$ cat config.mk
export PLATFORM = sky130hd
export DESIGN_NAME = uart_rgb_cmd_pwm_flat
export DESIGN_NICKNAME = d
export VERILOG_FILES = /design/src/rtl/uart_rgb_cmd_pkg.sv /design/src/rtl/uart_rgb_cmd_pwm_if.sv /design/src/rtl/rgb_pwm_gen.sv /design/src/rtl/uart_rgb_cmd_pwm.sv /design/src/flat_wrapper.sv
export SDC_FILE = /design/constraint.sdc
export NUM_CORES = 1
export LEC_CHECK = 0
export BUFFER_PORTS_ARGS = -buffer_cell sky130_fd_sc_hd__buf_4
export CELL_PAD_IN_SITES_DETAIL_PLACEMENT = 0
export CELL_PAD_IN_SITES_GLOBAL_PLACEMENT = 2
export CORE_ASPECT_RATIO = 2
export CORE_MARGIN = 10
export CORE_UTILIZATION = 35
export DETAILED_ROUTE_END_ITERATION = 8
export PLACE_DENSITY = 0.8
export SLEW_MARGIN = 20
export SYNTH_ARGS = -nofsm -noshare
export SYNTH_HDL_FRONTEND = slang
export SYNTH_SLANG_ARGS = --single-unit
$ cat constraint.sdc
create_clock -name hw_clk -period 2.54 [get_ports hw_clk]
set_input_delay 0.127 -clock hw_clk [delete_from_list [all_inputs] [get_ports hw_clk]]
set_output_delay 0.127 -clock hw_clk [all_outputs]
set_load 0.005 [all_outputs]
$ cat src/rtl/uart_rgb_cmd_pkg.sv
// Shared constants and helpers for the UART RGB command decoder:
// FSM encodings, ASCII codes, channel indices and hex parsing.
package uart_rgb_cmd_pkg;

  localparam logic [2:0] ST_IDLE     = 3'd0;
  localparam logic [2:0] ST_GET_HI   = 3'd1;
  localparam logic [2:0] ST_GET_LO   = 3'd2;
  localparam logic [2:0] ST_GET_TERM = 3'd3;
  localparam logic [2:0] ST_SEND     = 3'd4;

  localparam logic [7:0] ASCII_CR   = 8'h0D;
  localparam logic [7:0] ASCII_LF   = 8'h0A;
  localparam logic [7:0] ASCII_R_UC = 8'h52;
  localparam logic [7:0] ASCII_R_LC = 8'h72;
  localparam logic [7:0] ASCII_G_UC = 8'h47;
  localparam logic [7:0] ASCII_G_LC = 8'h67;
  localparam logic [7:0] ASCII_B_UC = 8'h42;
  localparam logic [7:0] ASCII_B_LC = 8'h62;

  localparam logic [31:0] UART_EMPTY = 32'hFFFF_FFFF;

  localparam logic [1:0] CH_RED   = 2'd0;
  localparam logic [1:0] CH_GREEN = 2'd1;
  localparam logic [1:0] CH_BLUE  = 2'd2;

  function automatic logic is_hex(input logic [7:0] b);
    return ((b >= 8'h30) && (b <= 8'h39)) ||
           ((b >= 8'h41) && (b <= 8'h46)) ||
           ((b >= 8'h61) && (b <= 8'h66));
  endfunction

  // Letters A-F/a-f all have bit 6 set and low nibble 1..6, so add 9.
  function automatic logic [3:0] hex_to_nibble(input logic [7:0] b);
    return b[3:0] + (b[6] ? 4'd9 : 4'd0);
  endfunction

  function automatic logic is_eol(input logic [7:0] b);
    return (b == ASCII_CR) || (b == ASCII_LF);
  endfunction

endpackage

$ cat src/rtl/uart_rgb_cmd_pwm_if.sv
// simpleuart register-port bundle between the command decoder (master)
// and the UART (slave).
interface uart_rgb_cmd_pwm_if;

  logic        reg_dat_re;
  logic [31:0] reg_dat_do;
  logic        reg_dat_we;
  logic [31:0] reg_dat_di;
  logic        reg_dat_wait;

  modport master (
    output reg_dat_re,
    input  reg_dat_do,
    output reg_dat_we,
    output reg_dat_di,
    input  reg_dat_wait
  );

  modport slave (
    input  reg_dat_re,
    output reg_dat_do,
    input  reg_dat_we,
    input  reg_dat_di,
    output reg_dat_wait
  );

endinterface

$ cat src/rtl/rgb_pwm_gen.sv
// Three-channel 8-bit PWM: a shared prescaler and tick counter compared
// against each duty value, outputs registered on every tick.
module rgb_pwm_gen #(
  parameter int unsigned PWM_PRESCALE = 47
) (
  input  logic       hw_clk,
  input  logic       resetn,
  input  logic [7:0] duty_red,
  input  logic [7:0] duty_green,
  input  logic [7:0] duty_blue,
  output logic       pwm_red,
  output logic       pwm_green,
  output logic       pwm_blue
);

  localparam int unsigned PS_W = (PWM_PRESCALE > 0) ? $clog2(PWM_PRESCALE + 1) : 1;
  localparam logic [PS_W-1:0] PS_MAX = PS_W'(PWM_PRESCALE);
  localparam logic [PS_W-1:0] PS_ONE = PS_W'(1);
  localparam logic [PS_W-1:0] PS_ZERO = PS_W'(0);

  logic [PS_W-1:0] presc_r;
  logic [7:0]      cnt_r;
  logic            tick_s;
  logic            pwm_red_r;
  logic            pwm_green_r;
  logic            pwm_blue_r;

  assign tick_s = (presc_r == PS_MAX);

  // Prescaler, tick counter and compare registers; a duty change lands
  // at the next tick, and a same-cycle change still sees the old value.
  always_ff @(posedge hw_clk or negedge resetn) begin
    if (!resetn) begin
      presc_r     <= PS_ZERO;
      cnt_r       <= 8'h00;
      pwm_red_r   <= 1'b0;
      pwm_green_r <= 1'b0;
      pwm_blue_r  <= 1'b0;
    end else if (tick_s) begin
      presc_r     <= PS_ZERO;
      cnt_r       <= cnt_r + 8'd1;
      pwm_red_r   <= (cnt_r < duty_red);
      pwm_green_r <= (cnt_r < duty_green);
      pwm_blue_r  <= (cnt_r < duty_blue);
    end else begin
      presc_r     <= presc_r + PS_ONE;
    end
  end

  assign pwm_red   = pwm_red_r;
  assign pwm_green = pwm_green_r;
  assign pwm_blue  = pwm_blue_r;

endmodule

$ cat src/rtl/uart_rgb_cmd_pwm.sv
// Polls the simpleuart receive register, parses "<ch><hex><hex><CR|LF>"
// frames into per-colour duty registers, echoes ACK/NAK and drives RGB PWM.
module uart_rgb_cmd_pwm
  import uart_rgb_cmd_pkg::*;
#(
  parameter int unsigned PWM_PRESCALE = 47,
  parameter logic [7:0]  RESET_DUTY_R = 8'h00,
  parameter logic [7:0]  RESET_DUTY_G = 8'h00,
  parameter logic [7:0]  RESET_DUTY_B = 8'h00,
  parameter logic [7:0]  ACK_CHAR     = 8'h4B,
  parameter logic [7:0]  NAK_CHAR     = 8'h3F
) (
  input  logic                 hw_clk,
  input  logic                 resetn,
  uart_rgb_cmd_pwm_if.master   bus,
  output logic                 pwm_red,
  output logic                 pwm_green,
  output logic                 pwm_blue,
  output logic                 frame_err
);

  logic [2:0]  state_r;
  logic [2:0]  state_nxt_s;
  logic [1:0]  chan_r;
  logic [1:0]  chan_nxt_s;
  logic [3:0]  hi_r;
  logic [3:0]  hi_nxt_s;
  logic [3:0]  lo_r;
  logic [3:0]  lo_nxt_s;
  logic        re_r;
  logic [7:0]  byte_r;
  logic        byte_vld_r;
  logic        we_r;
  logic [31:0] di_r;
  logic        frame_err_r;
  logic        ack_s;
  logic        nak_s;
  logic        commit_s;
  logic        accept_s;
  logic        rx_state_s;
  logic [7:0]  duty_red_r;
  logic [7:0]  duty_green_r;
  logic [7:0]  duty_blue_r;

  assign rx_state_s = (state_r != ST_SEND);
  assign accept_s   = (state_r == ST_SEND) && we_r && !bus.reg_dat_wait;

  // Frame parser: decides the next state from the byte captured last cycle.
  always_comb begin
    state_nxt_s = state_r;
    chan_nxt_s  = chan_r;
    hi_nxt_s    = hi_r;
    lo_nxt_s    = lo_r;
    ack_s       = 1'b0;
    nak_s       = 1'b0;
    commit_s    = 1'b0;
    case (state_r)
      ST_IDLE: begin
        if (!byte_vld_r) begin
          state_nxt_s = ST_IDLE;
        end else if ((byte_r == ASCII_R_UC) || (byte_r == ASCII_R_LC)) begin
          chan_nxt_s  = CH_RED;
          state_nxt_s = ST_GET_HI;
        end else if ((byte_r == ASCII_G_UC) || (byte_r == ASCII_G_LC)) begin
          chan_nxt_s  = CH_GREEN;
          state_nxt_s = ST_GET_HI;
        end else if ((byte_r == ASCII_B_UC) || (byte_r == ASCII_B_LC)) begin
          chan_nxt_s  = CH_BLUE;
          state_nxt_s = ST_GET_HI;
        end else if (is_eol(byte_r)) begin
          state_nxt_s = ST_IDLE;
        end else begin
          nak_s       = 1'b1;
          state_nxt_s = ST_SEND;
        end
      end
      ST_GET_HI: begin
        if (!byte_vld_r) begin
          state_nxt_s = ST_GET_HI;
        end else if (is_hex(byte_r)) begin
          hi_nxt_s    = hex_to_nibble(byte_r);
          state_nxt_s = ST_GET_LO;
        end else begin
          nak_s       = 1'b1;
          state_nxt_s = ST_SEND;
        end
      end
      ST_GET_LO: begin
        if (!byte_vld_r) begin
          state_nxt_s = ST_GET_LO;
        end else if (is_hex(byte_r)) begin
          lo_nxt_s    = hex_to_nibble(byte_r);
          state_nxt_s = ST_GET_TERM;
        end else begin
          nak_s       = 1'b1;
          state_nxt_s = ST_SEND;
        end
      end
      ST_GET_TERM: begin
        if (!byte_vld_r) begin
          state_nxt_s = ST_GET_TERM;
        end else if (is_eol(byte_r)) begin
          commit_s    = 1'b1;
          ack_s       = 1'b1;
          state_nxt_s = ST_SEND;
        end else begin
          nak_s       = 1'b1;
          state_nxt_s = ST_SEND;
        end
      end
      ST_SEND: begin
        if (accept_s) begin
          state_nxt_s = ST_IDLE;
        end else begin
          state_nxt_s = ST_SEND;
        end
      end
      default: begin
        state_nxt_s = ST_IDLE;
      end
    endcase
  end

  // State, frame fields and receive handshake; a read is only issued when
  // nothing is in flight so each buffered byte is consumed exactly once.
  always_ff @(posedge hw_clk or negedge resetn) begin
    if (!resetn) begin
      state_r    <= ST_IDLE;
      chan_r     <= CH_RED;
      hi_r       <= 4'h0;
      lo_r       <= 4'h0;
      re_r       <= 1'b0;
      byte_r     <= 8'h00;
      byte_vld_r <= 1'b0;
    end else begin
      state_r    <= state_nxt_s;
      chan_r     <= chan_nxt_s;
      hi_r       <= hi_nxt_s;
      lo_r       <= lo_nxt_s;
      re_r       <= rx_state_s && !re_r && !byte_vld_r && (bus.reg_dat_do != UART_EMPTY);
      byte_vld_r <= re_r;
      if (re_r) begin
        byte_r <= bus.reg_dat_do[7:0];
      end
    end
  end

  // Transmit strobe/data held until the UART stops asserting wait.
  always_ff @(posedge hw_clk or negedge resetn) begin
    if (!resetn) begin
      we_r        <= 1'b0;
      di_r        <= 32'h0000_0000;
      frame_err_r <= 1'b0;
    end else begin
      frame_err_r <= nak_s;
      if (ack_s || nak_s) begin
        we_r <= 1'b1;
        di_r <= {24'h00_0000, (ack_s ? ACK_CHAR : NAK_CHAR)};
      end else if (accept_s) begin
        we_r <= 1'b0;
        di_r <= 32'h0000_0000;
      end
    end
  end

  // Duty registers, written only when a complete frame terminates cleanly.
  always_ff @(posedge hw_clk or negedge resetn) begin
    if (!resetn) begin
      duty_red_r   <= RESET_DUTY_R;
      duty_green_r <= RESET_DUTY_G;
      duty_blue_r  <= RESET_DUTY_B;
    end else if (commit_s) begin
      case (chan_r)
        CH_RED:   duty_red_r   <= {hi_r, lo_r};
        CH_GREEN: duty_green_r <= {hi_r, lo_r};
        CH_BLUE:  duty_blue_r  <= {hi_r, lo_r};
        default:  duty_red_r   <= duty_red_r;
      endcase
    end
  end

  assign bus.reg_dat_re = re_r;
  assign bus.reg_dat_we = we_r;
  assign bus.reg_dat_di = di_r;
  assign frame_err      = frame_err_r;

  rgb_pwm_gen #(
    .PWM_PRESCALE (PWM_PRESCALE)
  ) u_pwm (
    .hw_clk     (hw_clk),
    .resetn     (resetn),
    .duty_red   (duty_red_r),
    .duty_green (duty_green_r),
    .duty_blue  (duty_blue_r),
    .pwm_red    (pwm_red),
    .pwm_green  (pwm_green),
    .pwm_blue   (pwm_blue)
  );

endmodule

$ cat src/flat_wrapper.sv
// flat-port wrapper written by rule: the top's interface ports become plain ports
module uart_rgb_cmd_pwm_flat import uart_rgb_cmd_pkg::*;
#(
  parameter int unsigned PWM_PRESCALE = 47,
  parameter logic [7:0]  RESET_DUTY_R = 8'h00,
  parameter logic [7:0]  RESET_DUTY_G = 8'h00,
  parameter logic [7:0]  RESET_DUTY_B = 8'h00,
  parameter logic [7:0]  ACK_CHAR     = 8'h4B,
  parameter logic [7:0]  NAK_CHAR     = 8'h3F
)
  (hw_clk, resetn, pwm_red, pwm_green, pwm_blue, frame_err, bus_reg_dat_re, bus_reg_dat_do, bus_reg_dat_we, bus_reg_dat_di, bus_reg_dat_wait);
  uart_rgb_cmd_pwm_if bus_i ();
  input  logic hw_clk;
  input  logic resetn;
  output logic pwm_red;
  output logic pwm_green;
  output logic pwm_blue;
  output logic frame_err;
  output wire logic [$bits(bus_i.reg_dat_re)-1:0] bus_reg_dat_re;
  input wire logic [$bits(bus_i.reg_dat_do)-1:0] bus_reg_dat_do;
  output wire logic [$bits(bus_i.reg_dat_we)-1:0] bus_reg_dat_we;
  output wire logic [$bits(bus_i.reg_dat_di)-1:0] bus_reg_dat_di;
  input wire logic [$bits(bus_i.reg_dat_wait)-1:0] bus_reg_dat_wait;
  assign bus_reg_dat_re = bus_i.reg_dat_re;
  assign bus_i.reg_dat_do = bus_reg_dat_do;
  assign bus_reg_dat_we = bus_i.reg_dat_we;
  assign bus_reg_dat_di = bus_i.reg_dat_di;
  assign bus_i.reg_dat_wait = bus_reg_dat_wait;
  uart_rgb_cmd_pwm #(.PWM_PRESCALE(PWM_PRESCALE), .RESET_DUTY_R(RESET_DUTY_R), .RESET_DUTY_G(RESET_DUTY_G), .RESET_DUTY_B(RESET_DUTY_B), .ACK_CHAR(ACK_CHAR), .NAK_CHAR(NAK_CHAR)) u_core (.hw_clk(hw_clk), .resetn(resetn), .bus(bus_i), .pwm_red(pwm_red), .pwm_green(pwm_green), .pwm_blue(pwm_blue), .frame_err(frame_err));
endmodule
# After elaboration in Yosys (flattened, before gate mapping)
# Cells that the tools add are included.
# classes
order_cmp,9
n_eq_ne,17
reduce_logical,29
mux,34
n_addsub,3
# ops
op,n
32-bit two-way mux,2
8-bit by 7-bit equality test with 1-bit output (second input constant),6
3-bit two-way mux,11
32-bit != test (second input constant),1
8-bit less-than comparator,3
8-bit by 4-bit equality test with 1-bit output (second input constant),2
8-bit by 7-bit >= comparator with 1-bit output (second input constant),2
8-bit by 7-bit <= comparator with 1-bit output (second input constant),2
3-bit one-hot mux with 5 select lines,1
1-bit two-way mux,13
3-bit AND reduction,3
8-bit by 1-bit adder with 8-bit output (second input constant),1
8-bit by 6-bit >= comparator with 1-bit output (second input constant),1
8-bit by 6-bit <= comparator with 1-bit output (second input constant),1
1-bit logical AND,8
1-bit logical OR,7
7-bit two-way mux,1
6-bit by 1-bit adder with 6-bit output (second input constant),1
3-bit by 2-bit equality test with 1-bit output (second input constant),2
6-bit equality test (second input constant),1
2-bit two-way mux,3
6-bit two-way mux,1
2-bit AND reduction,3
4-bit adder,1
13 further kinds,15
# totals
register_bits,98
out_inout_bits,38

# Logic depth before layout (Yosys ltp)
# Gate-level depths: netlist of run 1.
# depth
depth_word,10
ltp_mapped,7
mapped_depth_nobuf,7

# Modules after synthesis
# Synthesis of run 1 repeated with hierarchy kept, for this count alone.
# unflattened
hier_cells,335
hier_area_um2,3827.4
# by_module_without_submodules
module,cells_per_inst,seq_area_each_um2,n_inst,area_per_inst_um2
uart_rgb_cmd_pwm,204,1276.2,1,2581.2
rgb_pwm_gen,131,425.4,1,1246.2

# Worst setup path after synthesis of run 1
# OpenSTA, ideal clock, no wires.
# synth_timing
kind,register -> register
startpoint,reg u_core.byte_r[6]
endpoint,reg u_core.hi_r[0]
path_buffers,1
slack_ps,477
setup_time_ps,125
synth_period_minus_slack_ps,2063
arrival_time_ps,1938
stages_incl_launch_ff,7
path_cell_list,dfrtp_1 buf_6 and4_1 a311o_1 nor2_2 or4b_4 mux2_4
# synth_between
elab_chain_len,5
elab_cells_between_ends,14
# synth_rtl
element,line_no,rtl
"start, declared",uart_rgb_cmd_pwm.sv:31,logic [7:0] byte_r;
"start signal, assigned",uart_rgb_cmd_pwm.sv:143,byte_r <= bus.reg_dat_do[7:0];
"8-bit by 6-bit >= comparator with 1-bit output, or another cell as far along",uart_rgb_cmd_pkg.sv:27,return ((b >= 8'h30) && (b <= 8'h39)) ||
1-bit logical AND (on tied branches),"uart_rgb_cmd_pkg.sv:27, uart_rgb_cmd_pkg.sv:28",
1-bit logical OR,uart_rgb_cmd_pkg.sv:27,
1-bit logical OR,uart_rgb_cmd_pkg.sv:28,((b >= 8'h41) && (b <= 8'h46)) ||
3-bit AND reduction (no line),-,
"end signal, assigned",uart_rgb_cmd_pwm.sv:138,hi_r <= hi_nxt_s;
"end, declared",uart_rgb_cmd_pwm.sv:26,logic [3:0] hi_r;
# Several ways; a longest one is shown, not always the timed one.
# A chain may end at the register's enable or synchronous reset.

# Final worst setup path of run 1
# layout_timing
startpoint,reg u_core.byte_r[4]
endpoint,reg u_core.duty_blue_r[6]
# layout_between
elab_chain_len,6
elab_cells_between_ends,7
# layout_rtl
element,line_no,rtl
8-bit by 4-bit equality test with 1-bit output,uart_rgb_cmd_pkg.sv:38,return (b == ASCII_CR) || (b == ASCII_LF);
1-bit logical OR (*),uart_rgb_cmd_pkg.sv:38,
1-bit two-way mux (*),uart_rgb_cmd_pwm.sv:102,end else if (is_eol(byte_r)) begin
1-bit two-way mux (*),uart_rgb_cmd_pwm.sv:100,if (!byte_vld_r) begin
1-bit two-way mux (*),uart_rgb_cmd_pwm.sv:57,case (state_r)
2-bit AND reduction (no line) (*),-,
"end signal, assigned",uart_rgb_cmd_pwm.sv:176,"CH_BLUE: duty_blue_r <= {hi_r, lo_r};"
"end, declared",uart_rgb_cmd_pwm.sv:43,logic [7:0] duty_blue_r;
# Mark *: on every way between the ends. The rest lies on a longest branch, timed or not.

==> results of run 1 <==
## placed cells by master (no fill, tap or decap), types with 4 or more instances in the layout
| master | netlist | final |
|---|---|---|
| mux2_4 | 4 | 4 |
| nand2_1 | 24 | 24 |
| nor3b_1 | 4 | 4 |
| a21oi_1 | 12 | 12 |
| clkbuf_16 | 0 | 9 |
| o21ai_0 | 25 | 25 |
| nand2b_1 | 9 | 9 |
| ha_1 | 25 | 25 |
| dfrtp_1 | 68 | 68 |
| nor2b_1 | 7 | 7 |
| conb_1 | 1 | 25 |
| xnor2_1 | 6 | 6 |
| mux2_2 | 22 | 22 |
| nor2_1 | 12 | 12 |
| xor2_1 | 7 | 7 |
| inv_1 | 23 | 23 |
| nand4_1 | 13 | 13 |
| a21o_1 | 4 | 4 |
| nand3_1 | 11 | 11 |
| buf_4 | 31 | 50 |
## logic make-up (layout without fill, tap and decap cells)
group / after synthesis / count (layout) / share of synthesized area (%)
xor+xnor: 13 / 13 / 3.05
other cells: 1 / 25 / 0.100
fa+ha+maj: 25 / 25 / 8.38
simple gates: 99 / 99 / 15.4
mux: 27 / 27 / 8.52
flops: 68 / 68 / 45.6
buf+inv: 61 / 90 / 9.49
compound gates: 58 / 58 / 9.52
## cells in the mapped netlist (2+ instances only)
library cell,number,area [sq um]
nand4b_1,2,17.5
and4_1,2,17.5
nand3_1,11,55.1
xnor2_1,6,52.6
nand4_1,13,81.3
nand2b_1,9,56.3
a31oi_1,3,18.8
clkbuf_1,5,18.8
a21oi_1,12,60.1
nor3b_1,4,30.0
o21ai_0,25,125
mux2_2,22,248
xor2_1,7,61.3
inv_1,23,86.3
ha_1,25,313
dfrtp_1,68,1700
buf_4,31,233
o211ai_1,2,15.0
a21o_1,4,30.0
and3b_1,3,26.3
a2111oi_0,3,26.3
nor2_1,12,45.0
mux2_4,4,60.1
nand2_1,24,90.1
nor4_1,3,18.8
nor2b_1,7,43.8
## through the flow
stage	cell area [sq um]	util [%]	worst slack [ns]	instances	hold slack (ns)
5_1_grt	4420	42.1	0.105	542	0.0253
3_3_place_gp	4100	39.1	0.338	525	0.298
3_5_place_dp	4100	39.1	0.242	525	0.301
6_report	4420	42.1	0.216	542	0.0160
4_1_cts	4420	42.1	0.213	542	0.00825
2_1_floorplan	3820	-	0.477	376	-0.169
## metal layers
layer	wire, um	share of wire, %	global-route usage [%]	up-vias
met4	303	3.4	6.55	0
met3	312	3.5	3.03	19
met5	0	0	0	-
met1	2970	33	10.5	1282
li1	-	-	-	1282
met2	5340	60	23.8	77
## flip-flops by register name (all words and copies together), names as in the netlist, 3 cells and up
register and count:
u_core.u_pwm.cnt_r 8, u_core.lo_r 4, u_core.duty_red_r 8, u_core.u_pwm.presc_r 6
u_core.duty_green_r 8, u_core.hi_r 4, u_core.byte_r 8, u_core.bus.reg_dat_di 3
u_core.state_r 3, u_core.duty_blue_r 8
## path summary, 6_finish.rpt
kind	endpoint	slack (ns)	cells past startpoint
max	u_core.duty_blue_r[6]	0.22	5
min	u_core.byte_r[1]	0.02	3
max reg2reg	u_core.duty_blue_r[6]	0.22	5
min reg2reg	u_core.duty_blue_r[1]	0.51	1
max in group asynchronous	u_core.duty_red_r[7]	1.52	2
min in group asynchronous	u_core.u_pwm.pwm_green	0.45	2
## power by group
group / internal [mW] / switching (mW)
Clock: 0.810 / 0.457
Sequential: 1.20 / 0.221
Combinational: 0.345 / 0.276
Total: 2.35 / 0.953
## layout make-up
class	instances	area, sq um
tap	137	171
timing repair buffer	51	385
sequential	68	1700
multi-input combinational	247	1770
clock inverter	4	47.5
fill	1080	6060
inverter	23	86.3
clock buffer	12	256
## worst register-to-register path: cells and delay by family, from the launching register on
family,cells,cell delay [ns]
DFF,1,0.45
and+or+nand+nor,3,1.11
muxes,1,0.39
AOI/OAI and AO/OA,1,0.26
## timing repair
action,CTS,global route
endpoints found under the hold margin,68,0
hold buffers,1,0
setup buffers,0,0
resized for setup,0,0
==> flow_metrics.env, run 1 <==
export IMPL_drc_errors=0
export IMPL_synthArstFlopShare_pct=100
export IMPL_crit_type="reg -> reg"
export IMPL_dr_pass1_iters=4
export IMPL_core_sq_um=10500
export IMPL_yosys_warnings=0
export IMPL_diodes=0
export IMPL_status="completed"
export IMPL_setup_tns_ns=0
export IMPL_dp_hpwl_um=7200
export IMPL_viasPerCell=4.91
export IMPL_die_y_um=166
export IMPL_cts_num_sinks=68
export IMPL_worstHoldStart="bus_reg_dat_do[1]"
export IMPL_row_count=53
export IMPL_worstPathCellList="nor4_1 > o211ai_2 > nor2_1 > and3b_1 > mux2_2"
export IMPL_hold_viol_final=0
export IMPL_cp_data_required_time_ns=2.75
export IMPL_yosysSeqAreaShare_pct=45.6
export IMPL_antenna_left=0
export IMPL_synth_seq_cells=68
export IMPL_grt_pass1_vias=2859
export IMPL_synth_edf_count=0
export IMPL_syn_instance_count=352
export IMPL_syn_to_final_growth_pct=18.3
export IMPL_leakagePower_nw=2.07
export IMPL_arrival_ns=2.54
export IMPL_clock_skew_ns=0.00512
export IMPL_power_total_mw=3.31
export IMPL_cts_tree="yes"
export IMPL_port_buffer_count=47
export IMPL_max_freq_ghz=0.430
export IMPL_clkLatencyLatePin_ns=0.33
export IMPL_crit_slowest_cell="dfrtp_1"
export IMPL_min_path_type="in -> reg"
export IMPL_fin_crit_ns=2.32
export IMPL_synth_main_ff_cell="dfrtp_1"
export IMPL_die_area_sq_um=15400
export IMPL_clk_pin_slew_worst_paths_ns=0.06
export IMPL_period_share_pct=91.5
export IMPL_cts_made_buffers=9
export IMPL_layout_nets=460
export IMPL_critPathMaxFanout=8
export IMPL_grt_pass1_wl_um=14500
export IMPL_gp_congestion=0.741
export IMPL_rsz0062_at_grt="false"
export IMPL_grt_max_degree=69
export IMPL_synth_cell_types=48
export IMPL_overflow=0
export IMPL_avgSynthCellArea_sq_um=10.6
export IMPL_setup_violations=0
export IMPL_startpoint_type="flip-flop"
export IMPL_htreeDepth=3
export IMPL_max_stage_delay_ns=0.45
export IMPL_totalWireLength_um=8920
export IMPL_drive_above_1_share_pct=24.4
export IMPL_tightest_slew_ns=0.865
export IMPL_syn_area_sq_um=3730
export IMPL_cp_top_family="simple AND/OR/NAND/NOR gates"
export IMPL_slew_headroom_pct=42.3
export IMPL_avgRoutedWirePerCell_um=16.5
export IMPL_first_iter_violations=55
export IMPL_grt_antenna_before_repair=0
export IMPL_num_vias=2660
export IMPL_initial_core_util_pct=35.6
export IMPL_grt_use_total_pct=12.1
export IMPL_rr_startpoint="u_core.byte_r[4]"
export IMPL_io_pins=73
export IMPL_irDropWorstVdd_v=0.000415
export IMPL_crit_path_start="u_core.byte_r[4]"
export IMPL_clock_path_buffers=2
export IMPL_clock_root_buffer="clkbuf_16"
export IMPL_cp_end_kind="flip-flop"
export IMPL_power_density_nw_per_um2=749
export IMPL_timing_critical_path_buf_inv=0
export IMPL_die_w_um=93.0
export IMPL_finalMaxSlewViolations=0
export IMPL_drv_cap=0
Note: power is estimated with default switching activity, not from simulation.
==> run 2: changes to the inputs <==
--- a/config.mk
+++ b/config.mk
@@ -6,13 +6,12 @@
 export NUM_CORES = 1
 export LEC_CHECK = 0
 export BUFFER_PORTS_ARGS = -buffer_cell sky130_fd_sc_hd__buf_4
-export CELL_PAD_IN_SITES_DETAIL_PLACEMENT = 0
-export CELL_PAD_IN_SITES_GLOBAL_PLACEMENT = 2
 export CORE_ASPECT_RATIO = 2
 export CORE_MARGIN = 10
-export CORE_UTILIZATION = 35
+export CORE_UTILIZATION = 40
+export CTS_BUF_LIST = sky130_fd_sc_hd__clkbuf_4
 export DETAILED_ROUTE_END_ITERATION = 8
-export PLACE_DENSITY = 0.8
+export PLACE_DENSITY = 0.64
 export SLEW_MARGIN = 20
 export SYNTH_ARGS = -nofsm -noshare
 export SYNTH_HDL_FRONTEND = slang
==> constraint.sdc (replaced) <==
create_clock -name hw_clk -period 2 [get_ports hw_clk]
set_input_delay 0.1 -clock hw_clk [delete_from_list [all_inputs] [get_ports hw_clk]]
set_output_delay 0.1 -clock hw_clk [all_outputs]
set_load 0.005 [all_outputs]
==> run 2 against run 1 <==
- the flow now finishes with violations (negative setup slack)
- power is 17% higher
- cell count is 0.55% lower
- worst setup slack worse by 0.26 ns
- global-route usage is 1.3 points higher
==> flow_metrics.env, run 2 (synthesis results as in run 1) <==
export IMPL_hold_viol_final=0
export IMPL_die_area_sq_um=13800
export IMPL_clkLatencyLatePin_ns=0.43
export IMPL_final_common_cell="buf_4"
export IMPL_htreeDepth=3
export IMPL_place_area_sq_um=4200
export IMPL_slew_headroom_pct=42.7
export IMPL_final_cell_mix="buf_4 (70), dfrtp_1 (64), o21ai_0 (25), ha_1 (25), conb_1 (25)"
export IMPL_cts_tree="yes"
export IMPL_power_total_mw=3.86
export IMPL_cp_end_kind="flip-flop"
export IMPL_fillers=875
export IMPL_grt_use_total_pct=13.4
export IMPL_die_y_um=157
export IMPL_setup_tns_ns=-0.0695
export IMPL_setup_ws_ns=-0.0486
export IMPL_fin_area_sq_um=4540
export IMPL_cts_num_sinks=68
export IMPL_grt_pass1_vias=3130
export IMPL_cp_top_family="compound AO/OA/AOI/OAI gates"
export IMPL_row_count=49
export IMPL_initial_core_util_pct=41.1
export IMPL_layout_nets=492
export IMPL_io_pins=73
export IMPL_clock_root_buffer="clkbuf_4"
export IMPL_num_vias=2818
export IMPL_antenna_left=0
export IMPL_setup_violations=2
export IMPL_crit_slowest_cell="nor4bb_1"
export IMPL_drive_above_1_share_pct=29.1
export IMPL_cp_data_required_time_ns=2.38
export IMPL_startpoint_type="flip-flop"
export IMPL_timing_critical_path_buf_inv=1
export IMPL_first_iter_violations=160
export IMPL_totalWireLength_um=8920
export IMPL_dp_hpwl_um=6760
export IMPL_gp_congestion=0.813
export IMPL_drv_cap=0
export IMPL_period_share_pct=102
export IMPL_fin_crit_ns=2.05
export IMPL_max_stage_delay_ns=0.46
export IMPL_worstPathCellList="buf_4 > nor4bb_1 > o21ai_0 > a21oi_1 > o31a_1 > a31o_2"
export IMPL_min_path_type="in -> reg"
export IMPL_leakagePower_nw=2.16
export IMPL_die_w_um=88.3
export IMPL_status="complete, but fails checks"
export IMPL_dp_slack_ns=-0.0187
export IMPL_cts_made_buffers=9
export IMPL_r2r_slack_ns=-0.05
export IMPL_finalMaxSlewViolations=0
export IMPL_crit_type="reg -> reg"
export IMPL_avgRoutedWirePerCell_um=16.5
export IMPL_dr_pass1_iters=4
export IMPL_fin_cells=539
export IMPL_viasPerCell=5.23
export IMPL_drc_errors=0
export IMPL_clk_pin_slew_worst_paths_ns=0.11
export IMPL_grt_antenna_before_repair=0
export IMPL_diodes=0
export IMPL_tightest_slew_ns=0.859
export IMPL_clock_path_buffers=2
export IMPL_arrival_ns=2.43
export IMPL_overflow=0
export IMPL_grt_pass1_wl_um=14300
export IMPL_rsz0062_at_grt="true"
export IMPL_max_freq_ghz=0.488
export IMPL_dp_cells=507
export IMPL_critPathMaxFanout=4
export IMPL_clock_skew_ns=0.0155
export IMPL_core_sq_um=9070
export IMPL_port_buffer_count=47
export IMPL_power_density_nw_per_um2=851
export IMPL_grt_max_degree=69
export IMPL_irDropWorstVdd_v=0.000655
export IMPL_violations="negative setup slack"
export IMPL_syn_to_final_growth_pct=21.5
==> run 2: timing repair <==
action	CTS	global route
hold endpoints to repair	77	0
cloned	0	2
pin swaps	2	3
gates resized for setup	1	13
hold buffers	11	0
endpoints found under the setup margin	4	32
setup buffers	1	2
==> run 2: area by class of cell <==
cell class / count / area, sq um / area share, %
multi-input cells: 247 / 1800 / 39.6
flip-flops and latches: 68 / 1710 / 37.6
repair buffers: 83 / 661 / 14.6
well taps: 102 / 128 / 2.81
inverters: 23 / 86.3 / 1.90
clock buffers: 11 / 82.6 / 1.82
clock inverters: 5 / 76.3 / 1.68
==> run 2: metrics by stage <==
step                      hold WS (ns)  util [%]
final                           0.0478      50.0
after global placement           0.257      46.3
after floorplan                 -0.196         -
after detailed placement         0.265      46.3
after CTS                       0.0294      49.4
after global routing            0.0600      50.0
==> run 2: report_power, final <==
group	internal, mW	switching, mW	total (mW)
Clock	0.529	0.488	1.02
Combinational	0.605	0.497	1.10
Sequential	1.53	0.213	1.74
Total	2.66	1.20	3.86
==> run 2: worst register-to-register path, delay by kind of cell, from the launching register on <==
family	cells	cell delay [ns]
simple gates	1	0.46
buf+inv	1	0.17
flops	1	0.42
compound gates	4	0.96
==> run 2: final timing paths <==
path	from	cells after the start	to
min in group asynchronous	resetn	2	u_core.duty_blue_r[1]
worst min register to register	u_core.duty_blue_r[5]	1	u_core.duty_blue_r[5]
worst max register to register	u_core.byte_r[3]	6	u_core.bus.reg_dat_di[6]
max in group asynchronous	resetn	2	u_core.byte_r[1]
worst min-delay path	bus_reg_dat_wait	4	u_core.state_r[2]
worst max-delay path	u_core.byte_r[3]	6	u_core.bus.reg_dat_di[6]
==> run 2: metal layers <==
layer	up-vias	routed length, um	GRT usage (%)
li1	1349	-	-
met4	0	297	6.97
met5	-	0	0
met2	70	5290	26.2
met1	1380	2980	11.8
met3	19	355	3.38
==> run 3: changes to the inputs <==
--- a/config.mk
+++ b/config.mk
@@ -5,7 +5,9 @@
 export SDC_FILE = /design/constraint.sdc
 export NUM_CORES = 1
 export LEC_CHECK = 0
+export ABC_AREA = 1
 export BUFFER_PORTS_ARGS = -buffer_cell sky130_fd_sc_hd__buf_4
+export CAP_MARGIN = 20
 export CORE_ASPECT_RATIO = 2
 export CORE_MARGIN = 10
 export CORE_UTILIZATION = 40
==> run 3 against run 2 <==
- highest routed layer unchanged
- non-clock buffer count down 22
- the flow now finishes without violations
- critical path depth rose by 2
- power decreased by 4.2%
- design area decreased by 4.3%
==> flow_metrics.env, run 3 <==
export IMPL_period_share_pct=92.9
export IMPL_dp_slack_ns=0.194
export IMPL_synthTopCellsByCount="nand2_1 (81), dfrtp_1 (68), inv_1 (60)"
export IMPL_avgSynthCellArea_sq_um=8.68
export IMPL_die_y_um=156
export IMPL_cts_setup_buffers=0
export IMPL_cts_made_buffers=9
export IMPL_grt_antenna_before_repair=0
export IMPL_avgRoutedWirePerCell_um=14.1
export IMPL_final_cell_mix="nand2_1 (81), dfrtp_1 (68), inv_1 (60)"
export IMPL_row_count=49
export IMPL_synth_main_ff_cell="dfrtp_1"
export IMPL_critPathMaxFanout=16
export IMPL_port_buffer_count=47
export IMPL_syn_instance_count=429
export IMPL_setup_ws_ns=0.141
export IMPL_tightest_slew_ns=0.532
export IMPL_io_pins=73
export IMPL_irDropWorstVdd_v=0.000441
export IMPL_max_freq_ghz=0.538
export IMPL_power_density_nw_per_um2=852
export IMPL_cp_data_required_time_ns=2.30
export IMPL_cts_tree="yes"
export IMPL_syn_to_final_growth_pct=16.6
export IMPL_reg2reg_depth=8
export IMPL_die_area_sq_um=13800
export IMPL_grt_use_total_pct=13.1
export IMPL_grt_pass1_vias=3204
export IMPL_power_total_mw=3.70
export IMPL_cts_num_sinks=68
export IMPL_rsz0062_at_grt="true"
export IMPL_yosysTopAreaCellShare_pct=45.7
export IMPL_dp_hpwl_um=6790
export IMPL_gp_congestion=0.791
export IMPL_grt_pass1_wl_um=14200
export IMPL_syn_area_sq_um=3720
export IMPL_grt_max_degree=40
export IMPL_clk_pin_slew_worst_paths_ns=0.11
export IMPL_synth_edf_count=0
export IMPL_synthArstFlopShare_pct=100
export IMPL_drv_cap=0
export IMPL_fin_crit_ns=1.86
export IMPL_drc_errors=0
export IMPL_leakagePower_nw=2.08
export IMPL_cp_end_kind="flip-flop"
export IMPL_min_path_type="in -> reg"
export IMPL_crit_type="reg -> reg"
export IMPL_hold_viol_final=0
export IMPL_synth_seq_cells=68
export IMPL_crit_slowest_cell="dfrtp_1"
export IMPL_r2r_slack_ns=0.14
export IMPL_ys_top_cells_by_area="dfrtp_1 (46%), ha_1 (8.4%), nand2_1 (8.2%)"
export IMPL_clock_root_buffer="clkbuf_4"
export IMPL_viasPerCell=4.92
export IMPL_core_sq_um=9070
export IMPL_hold_depth=5
export IMPL_synth_cell_types=30
export IMPL_overflow=0
export IMPL_yosysSeqAreaShare_pct=45.7
export IMPL_clock_path_buffers=2
export IMPL_diodes=0
export IMPL_max_stage_delay_ns=0.44
export IMPL_slew_headroom_pct=64.5
export IMPL_final_common_cell="nand2_1"
export IMPL_num_vias=2935
export IMPL_cp_top_family="simple AND/OR/NAND/NOR gates"
export IMPL_clkLatencyLatePin_ns=0.42
export IMPL_worstHoldStart="bus_reg_dat_wait"
export IMPL_arrival_ns=2.16
export IMPL_min_to="u_core.bus.reg_dat_di[3]"
export IMPL_drive_above_1_share_pct=16.0
export IMPL_clock_skew_ns=0.0110
export IMPL_finalMaxSlewViolations=0
export IMPL_synth_most_common_cell="nand2_1"
export IMPL_rr_startpoint="u_core.byte_r[6]"
export IMPL_timing_rr_end="u_core.duty_red_r[7]"
export IMPL_setup_violations=0
export IMPL_dr_pass1_iters=4
export IMPL_timing_critical_path_buf_inv=1
export IMPL_synth_top_area_cell="dfrtp_1"
export IMPL_initial_core_util_pct=41.0
export IMPL_first_iter_violations=124
export IMPL_die_w_um=88.2
export IMPL_layout_nets=549
export IMPL_antenna_left=0
export IMPL_yosys_warnings=0
export IMPL_worstPathCellList="inv_1 > nand3_1 > nor2_2 > nand2_2 > nor3_4 > nand3_2 > nand2_1 > o21ai_1"
export IMPL_totalWireLength_um=8420
export IMPL_status="completed"
export IMPL_startpoint_type="flip-flop"
export IMPL_htreeDepth=3
run 3: cell types whose count changed after synthesis, moves of 4 or more:
| cell | previous run | this run |
|---|---|---|
| nand3_2 | 0 | 4 |
| mux2_2 | 22 | 0 |
| a21o_1 | 4 | 0 |
| nand3_1 | 11 | 22 |
| mux2_4 | 4 | 0 |
| a21oi_1 | 12 | 17 |
| o21ai_1 | 0 | 22 |
| nand2_1 | 24 | 81 |
| nor2b_1 | 7 | 0 |
| inv_1 | 23 | 60 |
| nand2b_1 | 9 | 0 |
| nor2_1 | 12 | 21 |
run 3: what timing repair did:
item	in CTS	in global routing
hold buffers	9	0
resized for setup	0	1
hold endpoints to repair	46	0
endpoints found under the setup margin	0	6
run 3: cell type report:
| type | instances | area, sq um |
|---|---|---|
| clock buffer | 10 | 75.1 |
| timing repair buffer | 61 | 493 |
| fill | 908 | 4730 |
| sequential | 68 | 1700 |
| multi-input combinational | 287 | 1610 |
| clock inverter | 6 | 103 |
| tap | 102 | 128 |
| inverter | 62 | 233 |
run 3: kinds of logic after synthesis:
| group | synth area share [%] |
|---|---|
| AND/OR/NAND/NOR | 18.7 |
| buffers and inverters | 13.7 |
| AO/OA/AOI/OAI | 10.6 |
| flip-flops | 45.7 |
| adder cells (fa/ha/maj) | 8.40 |
| XOR/XNOR | 2.82 |
| other | 0.101 |
run 3: worst max path at each step:
stage,cells after the start,slack [ns],endpoint,from
final,8,0.14,u_core.duty_red_r[7],u_core.byte_r[6]
after detailed placement,8,0.19,u_core.duty_blue_r[3],u_core.byte_r[6]
after floorplan,10,0.47,u_core.duty_green_r[5],u_core.byte_r[2]
after CTS,8,0.17,u_core.duty_red_r[7],u_core.byte_r[6]
after global placement,8,0.23,u_core.lo_r[0],u_core.byte_r[3]
after global routing,7,-0.06,u_core.hi_r[2],u_core.byte_r[3]
run 3: through the flow:
stage / hold WS, ns / TNS [ns] / instances / cell area [sq um] / utilization, %
after floorplan: -0.196 / 0 / 453 / 3810 / -
after global placement: 0.108 / 0 / 571 / 4070 / 44.8
after detailed placement: 0.118 / 0 / 571 / 4070 / 44.8
after CTS: 0.0109 / 0 / 596 / 4330 / 47.8
after global routing: 0.0415 / -0.392 / 596 / 4340 / 47.8
final: 0.0427 / 0 / 596 / 4340 / 47.8
run 3: power by group:
part / leakage [nW] / switching (mW) / internal (mW)
Sequential: 0.917 / 0.215 / 1.52
Clock: 0.0955 / 0.498 / 0.637
Combinational: 1.06 / 0.469 / 0.352
run 3: layer usage:
metal  track usage [%]  share of wire [%]
met4              6.97                3.7
met3              3.80                4.8
met5                 0                  0
met2              25.0                 58
met1              11.7                 33
run 3: worst min-delay path, delay by kind of cell:
kind / cells / cell delay, ns
buffers and inverters: 2 / 0.15
AND/OR/NAND/NOR: 3 / 0.18
